## src/rtl/nn_pkg.sv

```systemverilog
// nn_pkg: shared FSM state, accumulator width and saturation bounds for the neuron datapath
package nn_pkg;
  typedef enum logic [2:0] {IDLE, REQ, CAP, BIAS, OUT} state_t;
  function automatic int acc_w(input int in_w, input int w_w, input int n_in);
    return in_w + w_w + $clog2(n_in + 1);
  endfunction
  function automatic logic signed [63:0] sat_max(input int w);
    return (64'sd1 <<< (w - 1)) - 64'sd1;
  endfunction
  function automatic logic signed [63:0] sat_min(input int w);
    return -(64'sd1 <<< (w - 1));
  endfunction
endpackage

```

## src/rtl/nn_sat_act.sv

```systemverilog
// nn_sat_act: shift by FRAC, saturate to OUT_W, then activate (ReLU when NN_NEURON_RELU_EN is defined)
module nn_sat_act import nn_pkg::*; #(
  parameter int ACC_W = 38,
  parameter int OUT_W = 28,
  parameter int FRAC = 4
) (
  input  logic signed [ACC_W-1:0] acc,
  output logic signed [OUT_W-1:0] y
);
  localparam logic signed [63:0] HI = sat_max(OUT_W);
  localparam logic signed [63:0] LO = sat_min(OUT_W);
  logic signed [ACC_W-1:0] sh;
  logic signed [63:0] sx;
  logic signed [OUT_W-1:0] sat;
  always_comb begin
    sh = acc >>> FRAC;
    sx = 64'(sh);
    sat = sx > HI ? OUT_W'(HI) : sx < LO ? OUT_W'(LO) : OUT_W'(sx);
`ifdef NN_NEURON_RELU_EN
    y = sat[OUT_W-1] ? '0 : sat;
`else
    y = sat;
`endif
  end
endmodule

```

## src/rtl/nn_neuron_mac.sv

```systemverilog
// nn_neuron_mac: streaming MAC neuron with writable weights/bias; NN_NEURON_RELU_EN selects ReLU output
module nn_neuron_mac import nn_pkg::*; #(
  parameter int IN_W = 19,
  parameter int W_W = 16,
  parameter int OUT_W = 28,
  parameter int N_IN = 4,
  parameter int FRAC = 4
) (
  input  logic clk,
  input  logic rst,
  input  logic en,
  input  logic signed [IN_W-1:0] in,
  input  logic wr_en,
  input  logic [$clog2(N_IN+1)-1:0] wr_addr,
  input  logic signed [W_W-1:0] wr_data,
  output logic in_req,
  output logic signed [OUT_W-1:0] io_out,
  output logic out_en,
  output logic busy
);
  localparam int ACC_W = acc_w(IN_W, W_W, N_IN);
  localparam int IW = N_IN > 1 ? $clog2(N_IN) : 1;
  localparam int AW = $clog2(N_IN + 1);
  localparam int PW = IN_W + W_W;
  localparam logic [AW-1:0] BIAS_ADDR = AW'(N_IN);
  state_t state, nxt;
  logic [IW-1:0] idx;
  logic signed [ACC_W-1:0] acc, acc_b;
  logic signed [PW-1:0] prod;
  logic signed [W_W-1:0] w [N_IN];
  logic signed [W_W-1:0] bias;
  logic signed [OUT_W-1:0] y;
  logic last;
  assign last = idx == IW'(N_IN - 1);
  assign prod = PW'(in) * PW'(w[idx]);
  assign acc_b = acc + ACC_W'(bias);
  nn_sat_act #(.ACC_W(ACC_W), .OUT_W(OUT_W), .FRAC(FRAC)) u_sat (.acc(acc_b), .y(y));
  always_ff @(posedge clk or negedge rst)
    if (!rst) state <= IDLE;
    else state <= nxt;
  always_comb begin
    nxt = state;
    case (state)
      IDLE: nxt = en ? REQ : IDLE;
      REQ: nxt = CAP;
      CAP: nxt = last ? BIAS : REQ;
      BIAS: nxt = OUT;
      OUT: nxt = en ? REQ : IDLE;
      default: nxt = IDLE;
    endcase
  end
  always_comb begin
    in_req = state == REQ;
    out_en = state == OUT;
    busy = state != IDLE;
  end
  // io_out loads on the edge into OUT so it is already valid while out_en is high
  always_ff @(posedge clk or negedge rst)
    if (!rst) begin
      acc <= '0;
      idx <= '0;
      io_out <= '0;
    end else begin
      if (state == IDLE || state == OUT) begin
        acc <= '0;
        idx <= '0;
      end
      if (state == CAP) begin
        acc <= acc + ACC_W'(prod);
        idx <= last ? idx : idx + 1'b1;
      end
      if (state == BIAS) begin
        acc <= acc_b;
        io_out <= y;
      end
    end
  always_ff @(posedge clk or negedge rst)
    if (!rst) begin
      for (int i = 0; i < N_IN; i++) w[i] <= '0;
      bias <= '0;
    end else if (wr_en && state == IDLE) begin
      if (wr_addr == BIAS_ADDR) bias <= wr_data;
      else if (wr_addr < BIAS_ADDR) w[IW'(wr_addr)] <= wr_data;
    end
endmodule

```

## config.mk

```make
export PLATFORM = sky130hd
export DESIGN_NAME = nn_neuron_mac
export DESIGN_NICKNAME = d
export VERILOG_FILES = /design/src/rtl/nn_pkg.sv /design/src/rtl/nn_sat_act.sv /design/src/rtl/nn_neuron_mac.sv
export SDC_FILE = /design/constraint.sdc
export NUM_CORES = 1
export LEC_CHECK = 0
export CORE_ASPECT_RATIO = 1.2
export CORE_MARGIN = 10
export CORE_UTILIZATION = 65
export CTS_BUF_LIST = sky130_fd_sc_hd__clkbuf_8 sky130_fd_sc_hd__clkbuf_16
export DETAILED_ROUTE_END_ITERATION = 16
export PLACE_DENSITY = 0.84
export SLEW_MARGIN = 0
export SYNTH_ARGS = -nofsm -noshare
export SYNTH_HDL_FRONTEND = slang
export SYNTH_SLANG_ARGS = --single-unit
```

## constraint.sdc

```tcl
create_clock -name clk -period 11.2 [get_ports clk]
set_input_delay 1.12 -clock clk [delete_from_list [all_inputs] [get_ports clk]]
set_output_delay 1.12 -clock clk [all_outputs]
set_load 0.01 [all_outputs]
```

==> impl_metrics.ini <==
[cells_and_area]
n_antenna_cell = 0
post_route_cells_drive_above_1_share = 0.0745
final_common_cell = inv_1
area_growth_pct = 7.40
most-common-layout-cells = inv_1, fa_1, nand2_1
layout.nets = 2815
n_fill_cell = 2414

[synthesis]
postSynthCellCount = 2250
fraction_of_the_yosys_area_taken_by_sequential_cells = 0.175
syn-num-nets = 2796
syn-cell-area_um2 = 21600
post_synth.cell_area_avg_um2 = 9.61
synthArstFlopShare = 1.00
synth-main-ff-cell = dfrtp_1
yosys_register_bits = 151
synth_edf_count = 0
ys_types = 72
yosys_warnings = 0

[min_path]
min_path_type = reg2reg

[status]
outcome = complete, no violations

[route]
detail_route.drc_violations = 0
vias_per_cell = 6.06
route.met2.wl_um = 28400
routed_wirelength_um = 56800
dr.pass1.iters = 5
avgRoutedWirePerCell_um = 20.8
route.layer.met1.wl_um = 22300
highest_layer = met4
ant_nets = 0
met3_wirelength_um = 4100
detailedRoute.firstIterationViolations = 1381
routed-via-count = 16600

[global_route]
first_global_vias = 18100
number_of_antenna_violations_at_the_first_check_in_global_routing = 0
grt_first_pass_wirelength_um = 95800
grt.total_usage = 0.290
grt_start_max_net_pins = 84
gr-total-overflow = 0

[placed_design]
place_hpwl_um = 45700
place.gp.congestion = 0.962
portBuffers = 72

[sta]
setup_repair_after_global_routing_missed_its_margin = no
final-hold-violation-count = 0
fin_tns_setup_ns = 0
max-slew-margin-rel = 0.278
max_freq_mhz = 122
skew_ns = 0.0131
setup_violating_endpoint_count_in_the_final_report = 0
final_min_period_over_clock_period = 0.734
timing_worst_slew_pin_value_ns = 1.08
drv_slew = 0
final.min_clock_period_ns = 8.22

[flow_run]
drv.max_cap_violation_count = 0

[die]
num_rows = 73
initial_utilization = 0.656
count_of_boundary_i_o_pins = 73
die_h_um = 220
floorplan.die.width_um = 186
floorplan.die_area_um2 = 41000
core_area_um2 = 33000

[worst_setup_path]
critical_path.max_fanout = 19
cp.arrival_ns = 8.57
worst_ep_required_time_ns = 11.55
critPathLaunchType = flip-flop
end_kind = flip-flop
worst-setup-path-type = reg2reg

[clock_network]
clk_pin_slew_worst_paths_ns = 0.06
htreeDepth = 4
cts_tree = built
cts_root_buf = clkbuf_16
cts_max_path_buffers = 2
cts_setup_buffers = 0
insertion_delay_ns = 0.44
post_cts_resized = 0
clock-sinks = 151
cts_inserted_buffers = 17
hold_buffers = 0
layer usage:
layer | up-vias | global-route usage
li1 | 7261 | -
met1 | 8370 | 0.362
met2 | 769 | 0.501
met3 | 161 | 0.0463
met4 | 0 | 0.113
met5 | - | 0
path summary, 6_finish.rpt:
kind                              end  cells after the start  slack (ns)   start
max                           acc[37]                     24        2.98  idx[1]
min                             w[18]                      1        0.50   w[18]
max reg2reg                   acc[37]                     24        2.98  idx[1]
min reg2reg                     w[18]                      1        0.50   w[18]
max in group asynchronous  io_out[25]                      2        9.00     rst
min in group asynchronous       w[47]                      1        0.69     rst
cells by family after synthesis:
| logic type | synth area share |
|---|---|
| muxes | 0.0621 |
| adders and majority gates | 0.415 |
| buffers and inverters | 0.0879 |
| xor gates and xnor gates | 0.0259 |
| AOI/OAI and AO/OA | 0.102 |
| DFF | 0.175 |
| and+or+nand+nor | 0.132 |
Yosys cell counts, types with 20 or more instances:
| master | count | area, um2 |
|---|---|---|
| dfrtp_1 | 151 | 3780 |
| o211ai_1 | 24 | 180 |
| xnor2_1 | 35 | 307 |
| inv_1 | 417 | 1570 |
| nor2_1 | 106 | 398 |
| a22oi_1 | 27 | 203 |
| a21oi_1 | 69 | 345 |
| nand3_1 | 43 | 215 |
| clkbuf_1 | 63 | 236 |
| nor3_1 | 20 | 100 |
| o21ai_0 | 56 | 280 |
| ha_1 | 148 | 1850 |
| a21o_1 | 35 | 263 |
| nand2_1 | 242 | 908 |
| and2_1 | 130 | 813 |
| xor2_1 | 27 | 236 |
| fa_1 | 356 | 7130 |
| mux2_2 | 83 | 935 |
per-stage QoR:
stage          worst slack, ns  instance area [um2]   util  hold slack, ns  instances
3_3_place_gp              2.88                22700  0.688           0.482       2700
3_5_place_dp              2.74                22700  0.688           0.491       2700
5_1_grt                   2.53                23200  0.704           0.518       2732
2_1_floorplan             3.67                21600      -           0.474       2250
6_report                  2.98                23200  0.704           0.504       2732
4_1_cts                   3.07                23200  0.704           0.504       2732
flip-flops by register name (all words and copies together) (netlist names):
register  cells
idx           2
acc          38
w            64
bias         16
state         3
io_out       28
critical path, stage by stage (launching register included):
cell and delay, ns:
dfrtp_1 0.98, mux4_2 0.74, nand2_1 0.16, fa_1 0.57, inv_1 0.05, fa_1 0.50, inv_1 0.05, fa_1 0.52
inv_1 0.05, fa_1 0.52, inv_1 0.07, fa_1 0.50, inv_1 0.07, fa_1 0.44, ha_1 0.36, a21o_1 0.18
a221oi_1 0.34, o21a_1 0.17, a21boi_0 0.12, o211ai_1 0.37, a21oi_1 0.19, or4_1 0.43, a31oi_1 0.32, mux2i_1 0.24
a2bb2oi_1 0.17
cell type report:
type	instances	area, um2	area share
sequential	151	3780	0.163
tap	450	563	0.0243
inverter	418	1570	0.0676
multi-input combinational	1598	16000	0.687
clock buffer	17	425	0.0183
clock inverter	15	121	0.00523
timing repair buffer	83	805	0.0347
Power is not shown: default switching activity piles up to over one toggle a cycle in this logic, so the estimate is an artifact.
